**config.mk**
```make
export PLATFORM = sky130hd
export DESIGN_NAME = mem_bus_arbiter
export DESIGN_NICKNAME = d
export VERILOG_FILES = /design/src/rtl/mem_bus_arbiter.sv
export SDC_FILE = /design/constraint.sdc
export NUM_CORES = 1
export LEC_CHECK = 0
export BUFFER_PORTS_ARGS = -buffer_cell sky130_fd_sc_hd__buf_4
export CAP_MARGIN = 40
export CORE_AREA = 3 3 121 123
export CTS_CLUSTER_SIZE = 28
export DETAILED_ROUTE_END_ITERATION = 8
export DIE_AREA = 0 0 124 126
export GPL_TIMING_DRIVEN = 0
export SLEW_MARGIN = 10
export SYNTH_ARGS = -nofsm -noshare
export SYNTH_HDL_FRONTEND = slang
export SYNTH_SLANG_ARGS = --single-unit
```
**constraint.sdc**
```tcl
create_clock -name clk -period 2.3 [get_ports clk]
set_clock_uncertainty 0.05 [all_clocks]
set_input_delay 0.345 -clock clk [delete_from_list [all_inputs] [get_ports clk]]
set_output_delay 0.345 -clock clk [all_outputs]
set_load 0.005 [all_outputs]
```
**src/rtl/mem_bus_arbiter.sv**
```systemverilog
// Round-robin arbiter that lets a CPU (m0) and a loader/DMA master (m1) share one
// valid/ready memory bus. Each grant carries exactly one transaction, followed by a
// one-cycle gap. A watchdog completes hung transactions with an error word.
module mem_bus_arbiter #(
  parameter int unsigned TIMEOUT  = 256,
  parameter logic [31:0] ERR_DATA = 32'hDEADBEEF
) (
  input  logic        clk,
  input  logic        rst,
  // master 0 (CPU)
  input  logic        m0_valid,
  input  logic        m0_instr,
  input  logic [31:0] m0_addr,
  input  logic [31:0] m0_wdata,
  input  logic [3:0]  m0_wstrb,
  output logic        m0_ready,
  output logic [31:0] m0_rdata,
  // master 1 (loader/DMA)
  input  logic        m1_valid,
  input  logic        m1_instr,
  input  logic [31:0] m1_addr,
  input  logic [31:0] m1_wdata,
  input  logic [3:0]  m1_wstrb,
  output logic        m1_ready,
  output logic [31:0] m1_rdata,
  // shared slave bus
  output logic        s_valid,
  output logic        s_instr,
  output logic [31:0] s_addr,
  output logic [31:0] s_wdata,
  output logic [3:0]  s_wstrb,
  input  logic        s_ready,
  input  logic [31:0] s_rdata,
  // status
  output logic [1:0]  grant,
  output logic        timeout_err
);

  // Counter only has to reach TIMEOUT-1.
  localparam int unsigned WdW = (TIMEOUT > 1) ? $clog2(TIMEOUT) : 1;

  typedef enum logic [1:0] {StIdle, StOwn0, StOwn1, StGap} state_e;

  state_e         state_q, state_d;
  logic           last_q, last_d;    // 1: m1 received the most recent grant
  logic [WdW-1:0] wdog_q, wdog_d;
  logic           terr_q, terr_d;

  logic           wd_hit;
  logic           own_sel;           // 1: m1 is the current owner
  logic           own_valid;
  logic           own_ready;
  logic [31:0]    own_rdata;

  // A TIMEOUT of zero disables the watchdog entirely.
  assign wd_hit    = (TIMEOUT != 0) && (wdog_q == WdW'(TIMEOUT - 1));
  assign own_sel   = (state_q == StOwn1);
  assign own_valid = own_sel ? m1_valid : m0_valid;

  assign timeout_err = terr_q;

  // Route the owner's response back; the non-owner always sees zeros.
  assign m0_ready = own_ready && (state_q == StOwn0);
  assign m1_ready = own_ready && (state_q == StOwn1);
  assign m0_rdata = (state_q == StOwn0) ? own_rdata : '0;
  assign m1_rdata = (state_q == StOwn1) ? own_rdata : '0;

  // Next-state, arbitration, watchdog and slave-side outputs.
  always_comb begin
    state_d   = state_q;
    last_d    = last_q;
    wdog_d    = wdog_q;
    terr_d    = terr_q;
    grant     = 2'b00;
    s_valid   = 1'b0;
    s_instr   = 1'b0;
    s_addr    = '0;
    s_wdata   = '0;
    s_wstrb   = '0;
    own_ready = 1'b0;
    own_rdata = '0;

    unique case (state_q)
      StIdle: begin
        // m0 wins when it is alone or when m1 had the last grant.
        if (m0_valid && (!m1_valid || last_q)) begin
          state_d = StOwn0;
          last_d  = 1'b0;
          wdog_d  = '0;
        end else if (m1_valid) begin
          state_d = StOwn1;
          last_d  = 1'b1;
          wdog_d  = '0;
        end
      end

      StOwn0, StOwn1: begin
        grant     = own_sel ? 2'b10 : 2'b01;
        s_instr   = own_sel ? m1_instr : m0_instr;
        s_addr    = own_sel ? m1_addr  : m0_addr;
        s_wdata   = own_sel ? m1_wdata : m0_wdata;
        s_wstrb   = own_sel ? m1_wstrb : m0_wstrb;
        own_rdata = s_rdata;
        if (!own_valid) begin
          // Owner withdrew its request: release the bus without a response.
          state_d = StGap;
        end else if (s_ready) begin
          // Real completion takes priority over a coincident timeout.
          s_valid   = 1'b1;
          own_ready = 1'b1;
          state_d   = StGap;
        end else if (wd_hit) begin
          own_ready = 1'b1;
          own_rdata = ERR_DATA;
          terr_d    = 1'b1;
          state_d   = StGap;
        end else begin
          s_valid = 1'b1;
          wdog_d  = wdog_q + WdW'(1);
        end
      end

      // Masters still hold valid here; skipping arbitration avoids a stale re-grant.
      StGap: state_d = StIdle;

      default: state_d = StIdle;
    endcase
  end

  // State registers with synchronous reset.
  always_ff @(posedge clk) begin
    if (rst) begin
      state_q <= StIdle;
      last_q  <= 1'b1;
      wdog_q  <= '0;
      terr_q  <= 1'b0;
    end else begin
      state_q <= state_d;
      last_q  <= last_d;
      wdog_q  <= wdog_d;
      terr_q  <= terr_d;
    end
  end

endmodule
```
==> qor.csv <==
metric,value,unit
status,finished with violations,
failing checks,negative setup slack,
"Cell Count, Final, Fillers Out",848,
RSZ-0062 raised after global routing,yes,
Slew @ Worst Pin,0.6375,ns
"Async S/R FF share, synth",0,%
die span in x,124,um
Final ANT Viol Nets,0,
"Area growth, synth to finish",132.1,%
DIE AREA,0.01562,mm2
register area share after synthesis,10.46,%
critical path arrival,1.91,ns
largest net degree at the start of global routing,11,
CTS Sinks,12,
fmax,434.3,MHz
die span in y,126,um
Iter 0 DRT Violations,88,
Worst Hold Class,input port to flip-flop,
Overflow after GRT,0,
hold_sp,rst,
DR DRC count,0,
number of diodes,0,
Final WS setup,-0.002677,ns
Cell Pwr Density,947.4,mW/mm2
Sequential Area,244.0,um2
post-DP HPWL,10940,um
multi-input logic area,0.002078,mm2
DP Cell Count,834,
drt first pass iters,4,
filler instances,1464,
core area,0.01377,mm2
"Req. time, crit path",1.90,ns
TritonCTS Buffers,3,
IO Port Bufs,313,
Worst-path clk slew,0.04,ns
Netlist cell types,33,
gr usage total,14.97,%
Post-synth EDFFs,0,
largest area contributor in the netlist,mux2i_1,
# setup viols final,2,
post-synth top area share,30.52,%
kind of critical path,flip-flop to output pin,
vias in the first global route,3427,
layout cell share with drive strength beyond 1,58.23,%
worst vdd ir,0.3581,mV
Leak Pwr,2.577,nW
cells after synthesis,340,
Clock Latency Late Sink,0.24,ns
num rows,43,
max_cap viols,0,
synthesized flop and latch total,12,
startpoint type of the worst setup path,flip-flop,
Max Root-Sink Buffers,2,
syn avg cell area,6.753,um2
worst r2r src,state_q[1],
initial core utilization,16.67,%
Slew Limit Fails,0,
Ports,314,
synthesized area,0.002296,mm2
Root Buffer,clkbuf_16,
H-tree depth,1,
WL final,12920,um
Avg WL per Cell,15.23,um
nets@finish,848,
Yosys warnings,0,
top_reg_cell synth,dfxtp_1,
Placer Congestion,0.7920,
final core utilization,38.69,%
"top cells by area, synth","mux2i_1 (31%), nor2_1 (14%), nor2b_1 (13%)",
CTS tree,yes,
"count leader, synth",nor2_1,
commonest cells in the netlist,"nor2_1 (84), mux2i_1 (70), nor2b_1 (48)",
Fin. Hold Viols,0,
Synthesized Nets,519,
DR vias,3543,
Final min period,2.303,ns
Tcrit/Tclk final,100.1,%
CP endpoint kind,output pin,
post-DR vias/cell,4.178,
first-pass GRT wire length,18690,um
Placement Setup Slack,-0.7270,ns
Setup crit start,state_q[1],
initial antenna violation count,0,
Slew HR,57.41,%
Crit Path Max Fanout,6,
-- kinds of logic after synthesis --
kind of cell               Yosys count  share of synthesized area (%)
adders and majority gates            4                          2.180
muxes                               71                          31.12
and+or+nand+nor                    173                          37.38
AOI/OAI and AO/OA                   48                          12.48
DFF                                 12                          10.46
buffers and inverters               32                          6.376
-- path summary, 6_finish.rpt --
path / end / slack [ns] / cells after the start
max reg2reg: wdog_q[2] / 0.19 / 9
min: wdog_q[1] / 0.27 / 2
min reg2reg: wdog_q[0] / 0.40 / 1
max: m0_rdata[23] / -0.003 / 9
-- critical path, cell delays in order, from the launching register on --
cell     delay (ns)
dfxtp_2        0.33
buf_6          0.11
ha_4           0.17
mux2i_4        0.20
nor3_4         0.13
and2_4         0.23
buf_8          0.15
a21oi_2        0.05
nor2b_2        0.17
buf_4          0.13
-- metal layers --
metal / vias up / wire length (um) / part of all wire [%] / global-route usage [%]
met5: - / 0 / 0 / 0
met4: 0 / 77 / 0.60 / 1.869
met3: 6 / 1417 / 11 / 3.143
met2: 202 / 6636 / 51 / 27.43
met1: 1523 / 4784 / 37 / 18.27
li1: 1812 / - / - / -
-- stage by stage --
| stage | cell area, um2 | hold WS, ns | setup TNS (ns) | power (W) |
|---|---|---|---|---|
| 5_1_grt | 5329 | 0.2909 | -4.037 | 0.005467 |
| 3_5_place_dp | 4886 | 0.4286 | -46.16 | 0.004296 |
| 6_report | 5329 | 0.2704 | -0.003831 | 0.005049 |
| 4_1_cts | 5238 | 0.2717 | -1.226 | 0.005010 |
| 2_1_floorplan | 2296 | 0.3894 | 0 | 0.002228 |
| 3_3_place_gp | 4871 | 0.4233 | -47.49 | 0.004283 |
-- state kept, by name (all words and copies together), names as in the netlist --
register / cells
state_q: 2
last_q: 1
timeout_err: 1
wdog_q: 8
-- power breakdown --
part	switching (W)	internal [W]	total, W	leakage (nW)
sequential	0.0000246	0.000241	0.000265	0.0985
combinational	0.00217	0.00225	0.00443	2.43
clock	0.0000938	0.000263	0.000356	0.0442
-- final cells by class --
class                      instances  share of cell area (%)
buffer                            25                   3.522
clock buffer                       4                   1.667
inverter                           3                  0.3052
multi-input combinational        296                   39.00
sequential                        12                   4.579
tap                              180                   4.226
timing repair buffer             328                   46.70
-- timing repair --
action | CTS | global route
endpoints found under the hold margin | 0 | 0
gates cloned | 1 | 0
pin swaps | 2 | 11
endpoints found under the setup margin | 135 | 97
hold buffers | 0 | 0
setup buffers | 10 | 3
gates resized for setup | 60 | 28
-- placed cells by master (no fill, tap or decap), drive strengths merged, types with 2 or more instances in the layout --
master / n
o21bai: 2
clkbuf: 20
mux2i: 71
nor3: 5
o21ai: 4
dfxtp: 12
nand2: 8
inv: 3
a311oi: 4
a21oi: 31
buf: 337
and3: 3
nor2: 84
ha: 4
and2: 17
nand2b: 2
nand3: 2
nor2b: 48
(Power assumes the default switching activity.)
